[src/rtl/bus_timing.sv]
// Bus-slot timing generator: per-slot setup/enable/disable strobes, one-hot slot grant and CPU clock.
// Optional CPU-slot cancellation by bus masters is compiled in with BUS_TIMING_HOLD_EN.
module bus_timing #(
    parameter int SLOT_CYCLES   = 8,
    parameter int NUM_SLOTS     = 8,
    parameter int SETUP_PHASE   = 0,
    parameter int ENABLE_PHASE  = 2,
    parameter int DISABLE_PHASE = 6
) (
    input  logic                         clk_sys_i,
    input  logic                         reset_i,
    input  logic [1:0]                   speed_i,
    input  logic                         cpu_hold_i,
    output logic                         clk_setup_o,
    output logic                         clk_enable_o,
    output logic                         clk_disable_o,
    output logic [NUM_SLOTS-1:0]         slot_o,
    output logic [$clog2(NUM_SLOTS)-1:0] slot_idx_o,
    output logic                         frame_o,
    output logic                         cpu_slot_o,
    output logic [1:0]                   speed_active_o,
    output logic                         cpu_clk_o
);

    localparam int PW = $clog2(SLOT_CYCLES);
    localparam int IW = $clog2(NUM_SLOTS);

    if (SLOT_CYCLES < 4 || (SLOT_CYCLES & (SLOT_CYCLES - 1)) != 0) begin : g_chk_slot_cycles
        $error("bus_timing: SLOT_CYCLES must be a power of two >= 4");
    end
    if (NUM_SLOTS < 8 || (NUM_SLOTS & (NUM_SLOTS - 1)) != 0) begin : g_chk_num_slots
        $error("bus_timing: NUM_SLOTS must be a power of two >= 8");
    end
    if (!(SETUP_PHASE >= 0 && SETUP_PHASE < ENABLE_PHASE &&
          ENABLE_PHASE < DISABLE_PHASE && DISABLE_PHASE < SLOT_CYCLES)) begin : g_chk_phases
        $error("bus_timing: require SETUP_PHASE < ENABLE_PHASE < DISABLE_PHASE < SLOT_CYCLES");
    end

    logic [PW-1:0]        phase_q, phase_d;
    logic                 setup_q, setup_d;
    logic                 enable_q, enable_d;
    logic                 disable_q, disable_d;
    logic [NUM_SLOTS-1:0] slot_q, slot_d;
    logic [IW-1:0]        idx_q, idx_d;
    logic                 frame_q, frame_d;
    logic                 cpu_slot_q, cpu_slot_d;
    logic [1:0]           speed_q, speed_d;
    logic                 cpu_clk_q, cpu_clk_d;

    logic                 advance;
    logic                 at_enable;
    logic                 at_disable;
    logic [IW-1:0]        idx_next;
    logic                 wrap_to_zero;
    logic [1:0]           speed_eff;
    logic [IW:0]          stride;
    logic [IW-1:0]        stride_mask;
    logic                 is_cpu;
    logic                 hold_cancel;

`ifdef BUS_TIMING_HOLD_EN
    assign hold_cancel = cpu_hold_i;
`else
    logic unused_hold;
    assign unused_hold = cpu_hold_i;
    assign hold_cancel = 1'b0;
`endif

    // CPU-slot decision is made for the incoming slot; a new frame uses the freshly sampled speed.
    always_comb begin
        advance      = (phase_q == PW'(SETUP_PHASE));
        at_enable    = (phase_q == PW'(ENABLE_PHASE));
        at_disable   = (phase_q == PW'(DISABLE_PHASE));
        idx_next     = idx_q + IW'(1);
        wrap_to_zero = (idx_next == '0);
        speed_eff    = wrap_to_zero ? speed_i : speed_q;
        stride       = (IW + 1)'(NUM_SLOTS) >> speed_eff;
        if (stride == '0) begin
            stride = (IW + 1)'(1);
        end
        stride_mask  = IW'(stride - (IW + 1)'(1));
        is_cpu       = ((idx_next & stride_mask) == '0);
    end

    always_comb begin
        phase_d    = phase_q + PW'(1);
        setup_d    = advance;
        enable_d   = at_enable;
        disable_d  = at_disable;
        slot_d     = slot_q;
        idx_d      = idx_q;
        frame_d    = 1'b0;
        speed_d    = speed_q;
        cpu_slot_d = cpu_slot_q;
        cpu_clk_d  = cpu_clk_q;

        if (advance) begin
            slot_d     = {slot_q[NUM_SLOTS-2:0], slot_q[NUM_SLOTS-1]};
            idx_d      = idx_next;
            frame_d    = wrap_to_zero;
            cpu_slot_d = is_cpu & ~hold_cancel;
            if (wrap_to_zero) begin
                speed_d = speed_i;
            end
        end

        if (at_enable && cpu_slot_q) begin
            cpu_clk_d = 1'b1;
        end
        if (at_disable) begin
            cpu_clk_d = 1'b0;
        end
    end

    always_ff @(posedge clk_sys_i or posedge reset_i) begin
        if (reset_i) begin
            phase_q    <= '0;
            setup_q    <= 1'b0;
            enable_q   <= 1'b0;
            disable_q  <= 1'b0;
            slot_q     <= {1'b1, {(NUM_SLOTS - 1){1'b0}}};
            idx_q      <= IW'(NUM_SLOTS - 1);
            frame_q    <= 1'b0;
            cpu_slot_q <= 1'b0;
            speed_q    <= 2'd0;
            cpu_clk_q  <= 1'b0;
        end else begin
            phase_q    <= phase_d;
            setup_q    <= setup_d;
            enable_q   <= enable_d;
            disable_q  <= disable_d;
            slot_q     <= slot_d;
            idx_q      <= idx_d;
            frame_q    <= frame_d;
            cpu_slot_q <= cpu_slot_d;
            speed_q    <= speed_d;
            cpu_clk_q  <= cpu_clk_d;
        end
    end

    assign clk_setup_o    = setup_q;
    assign clk_enable_o   = enable_q;
    assign clk_disable_o  = disable_q;
    assign slot_o         = slot_q;
    assign slot_idx_o     = idx_q;
    assign frame_o        = frame_q;
    assign cpu_slot_o     = cpu_slot_q;
    assign speed_active_o = speed_q;
    assign cpu_clk_o      = cpu_clk_q;

endmodule

[config.mk]
export PLATFORM = sky130hd
export DESIGN_NAME = bus_timing
export DESIGN_NICKNAME = d
export VERILOG_FILES = /design/src/rtl/bus_timing.sv
export SDC_FILE = /design/constraint.sdc
export NUM_CORES = 1
export LEC_CHECK = 0
export CAP_MARGIN = 20
export CORE_ASPECT_RATIO = 0.75
export CORE_MARGIN = 8
export CORE_UTILIZATION = 42
export DETAILED_ROUTE_END_ITERATION = 10
export PLACE_DENSITY_LB_ADDON = 0.08
export SYNTH_ARGS = -nofsm -noshare
export SYNTH_HDL_FRONTEND = slang
export SYNTH_SLANG_ARGS = --single-unit
export TNS_END_PERCENT = 10
[constraint.sdc]
create_clock -name clk_sys_i -period 1.8 [get_ports clk_sys_i]
set_clock_uncertainty 0.2 [all_clocks]
set_input_delay 0.27 -clock clk_sys_i [delete_from_list [all_inputs] [get_ports clk_sys_i]]
set_output_delay 0.27 -clock clk_sys_i [all_outputs]
set_load 0.02 [all_outputs]
# ---- Word-level counts from Yosys, hierarchy flattened
# Cells that the tools add are included.
# Widths: inputs -> output; s select.
dict set report totals {
  mem_count 0
  wordCells 28
  latchBits 0
  mem_bits_rw 0
  out_inout_bits 19
  inputBits 5
  regBits 22
  romBits 0
}
dict set report classes {
  shifts 1
  n_addsub 3
  bitwise_logic 1
  n_mux 5
  multipliers 0
  reduce_logical 6
  n_div 0
  order_cmp 0
  eq_ne 2
}
# op count
set ops {}
lappend ops {{$logic_not 3->1} 3}
lappend ops {{$add 3x1->3 const B} 2}
lappend ops {{$logic_not 4->1} 1}
lappend ops {{$shr 4x2->4 const A} 1}
lappend ops {{$and 3x3->3} 1}
lappend ops {{$eq 3x2->1 const B} 1}
lappend ops {{$eq 3x3->1 const B} 1}
lappend ops {{$mux 1} 3}
lappend ops {{$mux 3} 1}
lappend ops {{$sub 3x1->3 const B} 1}
lappend ops {{$mux 2} 1}
lappend ops {{$reduce_bool 2->1} 1}
lappend ops {{$logic_and 1x1->1} 1}

# ---- Depth between registers and ports, before layout
dict set report logic_depth {
  ltp_word 9
  depth_mapped 7
  ltp_nobuf 5
}

# ---- Worst setup path after synthesis
# OpenSTA, ideal clock, no wires.
dict set report synth_path {
  path_type {register -> register}
  from {register idx_q[0] (netlist: slot_idx_o[0])}
  to {register cpu_slot_q (netlist: cpu_slot_o)}
  arrival_ns 1.499
  stages_incl_launch_ff 6
  required_ns 1.516
  synth_period_minus_slack_ns 1.782
  setup_time_ns 0.084
  path_slack_ns 0.018
  n_path_buf 0
  cell_sequence {dfstp_2 ha_1 ha_1 mux2i_1 a211o_1 a41oi_2}
}
dict set report synth_between {
  elab_chain_len 9
}
# item line_no
set synth_lines {}
lappend synth_lines {{from (decl)} 44} ;# logic [IW-1:0] idx_q, idx_d;
lappend synth_lines {{from (signal assigned)} 122} ;# idx_q <= IW'(NUM_SLOTS - 1);
lappend synth_lines {{from (signal assigned)} 133} ;# idx_q <= idx_d;
lappend synth_lines {{$add 3x1->3 (*)} 74} ;# idx_next = idx_q + IW'(1);
lappend synth_lines {{$logic_not 3->1} 75} ;# wrap_to_zero = (idx_next == '0);
lappend synth_lines {{$mux 2} -}
lappend synth_lines {{$shr 4x2->4} 77} ;# stride = (IW + 1)'(NUM_SLOTS) >> speed_eff;
lappend synth_lines {{$logic_not 4->1} 78} ;# if (stride == '0) begin
lappend synth_lines {{$mux 3} 78}
lappend synth_lines {{$sub 3x1->3} 81} ;# stride_mask = IW'(stride - (IW + 1)'(1));
lappend synth_lines {{$and 3x3->3 (*)} 82} ;# is_cpu = ((idx_next & stride_mask) == '0);
lappend synth_lines {{$logic_not 3->1 (*)} 82}
lappend synth_lines {{to (signal assigned)} 135} ;# cpu_slot_q <= cpu_slot_d;
lappend synth_lines {{to (decl)} 46} ;# logic cpu_slot_q, cpu_slot_d;
# Mark *: on every way between the ends. The rest lies on a longest branch, timed or not.
# A chain may end at the register's enable or synchronous reset.

# ---- Worst setup path after layout
# Same ends and word-level chain as after synthesis.

==> metrics.md <==
| Metric | Value |
|---|---|
| Relative slew slack | `81.4%` |
| Hold-fix buffers at CTS | `0` |
| Die Y | `56.7 um` |
| Status | `finished, final reports clean` |
| Worst path cell trace | `ha_1, ha_2, mux2i_1, a211o_1, a41oi_2` |
| Register area share after synthesis | `59.8%` |
| Post-Syn Instances | `61` |
| Worst Path Max Fanout | `5` |
| Post-DR vias/cell | `4.92` |
| Dpl cells | `108` |
| Synth Register Bits | `22` |
| Num rows | `14` |
| Startpoint Class | `flip-flop` |
| Worst slew pin tran | `279 ps` |
| Switching share of power | `19.8%` |
| Critical Path End Type | `flip-flop` |
| Worst-Skew Late Latency | `300 ps` |
| Remaining DRCs | `0` |
| Max stage delay on crit path | `600 ps` |
| GRT overflow | `0` |
| Final nets | `99` |
| Initial antenna violation count | `0` |
| Crit path DAT | `1760 ps` |
| Top sig layer | `met4` |
| Period utilization | `96.4%` |
| Internal | `636 uW` |
| HPWL Detailed | `1170 um` |
| Sequential share of power | `63.1%` |
| CTS tree | `yes` |
| Most common cell after layout, fill and taps aside | `dfrtp_1` |
| Fmax | `0.576 GHz` |
| Fin crit period | `1740 ps` |
| Wirelength, routed | `1660 um` |
| Pin count of the biggest net entering global routing | `23` |
| # diodes | `0` |
| Via count of the first global-routing pass | `600` |
| Clock share of power | `32.6%` |
| I/O pins | `24` |
| Biggest area consumer among synthesized cells | `dfrtp_1` |
| Die X | `70.3 um` |
| Place WS | `91.2 ps` |
| 1st-iter DRT viols | `17` |
| Net switching power | `157 uW` |
| Hold Path Class | `in2async` |
| Die ar. | `3990 sq um` |
| Synth-to-layout area growth | `33.8%` |
| Mapped cell area | `928 sq um` |
| Root buffer cell | `clkbuf_4` |
| WL met1 | `729 um` |
| Total CTS buffers | `3` |
| Final hold vios | `0` |
| Wire length on met3 | `164 um` |
| Placer Congestion | `0.689` |
| Synth cell types | `19` |
| CTS sink cnt | `22` |
| Cell Pwr Density | `638 nW/um^2` |
| Combinational group share of total power | `4.3%` |
| Post-layout util | `60.6%` |
| Max Buffers Root-to-Sink | `2` |
| Worst VDD drop | `717 uV` |
| Antenna Nets Post-Route | `0` |
| Initial Utilization | `45.3%` |
| Setup CP Type | `reg2reg` |
| Area share of the leading cell type in the synthesized netlist | `48.5%` |
| CP bufs+invs | `0` |
| Fin cells | `112` |
| Worst r2r src | `slot_idx_o[0]` |
| Worst r2r path cells | `5` |
| Worst Slack Setup Final | `64.8 ps` |
| Drt pass-1 iters | `4` |
| Pleak | `0.734 nW` |
| Required @ worst endpoint | `1830 ps` |
| Placeable Area | `2050 sq um` |
| First-pass GRT wire length | `2880 um` |
| Syn Nets | `71` |
| RSZ-0062 raised after global routing | `yes` |
| Synth area leaders | `dfrtp_1 (49%), dfstp_2 (11%), mux2_4 (9.7%)` |
| Hold WS | `102 ps` |
| Share of layout cells above drive strength 1 | `30.7%` |
| Routed wire per std cell | `14.8 um` |
| FF-to-FF setup slack | `60 ps` |
| Max-slew violations | `0` |
| Crit Reg-Reg Endpoint | `cpu_slot_o` |
| Routed met2 length | `738 um` |
| Cell family with most CP delay | `flip-flops` |
| H-tree depth | `1` |
| Syn avg cell area | `15.2 sq um` |
| IO Port Bufs | `22` |
| Final setup fails | `0` |
| Crit-path slowest cell | `dfstp_2` |
| Tot GR Track Use | `9.06%` |
| Max-cap violations | `0` |
| Clock-pin transition on the worst setup and hold timing paths | `110 ps` |
| Ys Warns | `0` |
| Commonest non-fill, non-tap cells in the layout | `dfrtp_1 (18), dlygate4sd2_1 (8), clkdlybuf4s50_1 (7), dlymetal6s2s_1 (7)` |
| Vias | `551` |
## area by class of cell
class / instances / area, sq um
Fill cell: 166 / 807
Sequential cell: 22 / 556
Multi-Input combinational cell: 31 / 335
Timing Repair Buffer: 25 / 263
Clock buffer: 4 / 36.3
Tap cell: 24 / 30.0
Inverter: 6 / 22.5
## timing repair
action | 4_1_cts | 5_1_grt
setup buffers | 0 | 0
pin swaps | 0 | 0
setup endpoints to repair | 8 | 9
resized for setup | 8 | 9
## cell usage after synthesis
| cell | instances |
|---|---|
| a211o_1 | 1 |
| a21oi_1 | 1 |
| a41oi_2 | 1 |
| and2_1 | 1 |
| buf_6 | 2 |
| dfrtp_1 | 18 |
| dfstp_2 | 4 |
| ha_1 | 5 |
| inv_1 | 6 |
| mux2_2 | 6 |
| mux2_4 | 6 |
| mux2i_1 | 1 |
| nand2_2 | 1 |
| nor2_1 | 2 |
| nor2b_1 | 1 |
| nor2b_2 | 1 |
| o211ai_1 | 2 |
| xnor2_1 | 1 |
| xor2_1 | 1 |
## layer usage
metal / track usage [%] / vias up
met5: 0 / -
met4: 2.57 / 0
met3: 6.14 / 4
met2: 14.2 / 20
met1: 9.69 / 261
li1: - / 266
## logic make-up after synthesis
family	after synthesis	share of synthesized area, %
xor+xnor	2	1.89
buf+inv	8	4.85
mux	13	18.1
simple gates	6	3.78
compound gates	5	4.85
fa+ha+maj	5	6.74
flops	22	59.8
## state kept, by name (all words and copies together), names as in the netlist
signal	flops
cpu_slot_o	1
slot_o	8
clk_setup_o	1
slot_idx_o	3
phase_q	3
cpu_clk_o	1
frame_o	1
clk_disable_o	1
clk_enable_o	1
speed_active_o	2
## stage by stage
stage                     cell area, sq um  setup TNS [ps]  power, mW
final                                 1240               0      0.793
after global routing                  1240           -1.40      0.843
after CTS                             1220               0      0.814
after detailed placement              1190               0      0.547
after global placement                1190               0      0.546
after floorplan                        928               0      0.527
## how the worst max path moves through the flow
stage,from,end,cells after the start
3_5_place_dp,slot_idx_o[0],cpu_slot_o,5
6_report,slot_idx_o[0],cpu_slot_o,5
3_3_place_gp,slot_idx_o[0],cpu_slot_o,5
5_1_grt,slot_idx_o[0],cpu_slot_o,5
4_1_cts,slot_o[3],slot_o[3],1
2_1_floorplan,slot_idx_o[0],cpu_slot_o,5
## power by group through the flow
stage	Clock, mW	Sequential (mW)	Combinational (mW)
finish	0.258	0.501	0.0340
global route	0.303	0.501	0.0383
CTS	0.278	0.501	0.0352
detailed placement	0	0.510	0.0367
global placement	0	0.510	0.0363
floorplan	0	0.514	0.0126
## worst reg2reg max path, stage by stage, from the launching register on
cell     delay, ps
dfstp_2        600
ha_1           160
ha_2           180
mux2i_1         70
a211o_1        310
a41oi_2        150
Power figures use the tool's default switching activity.
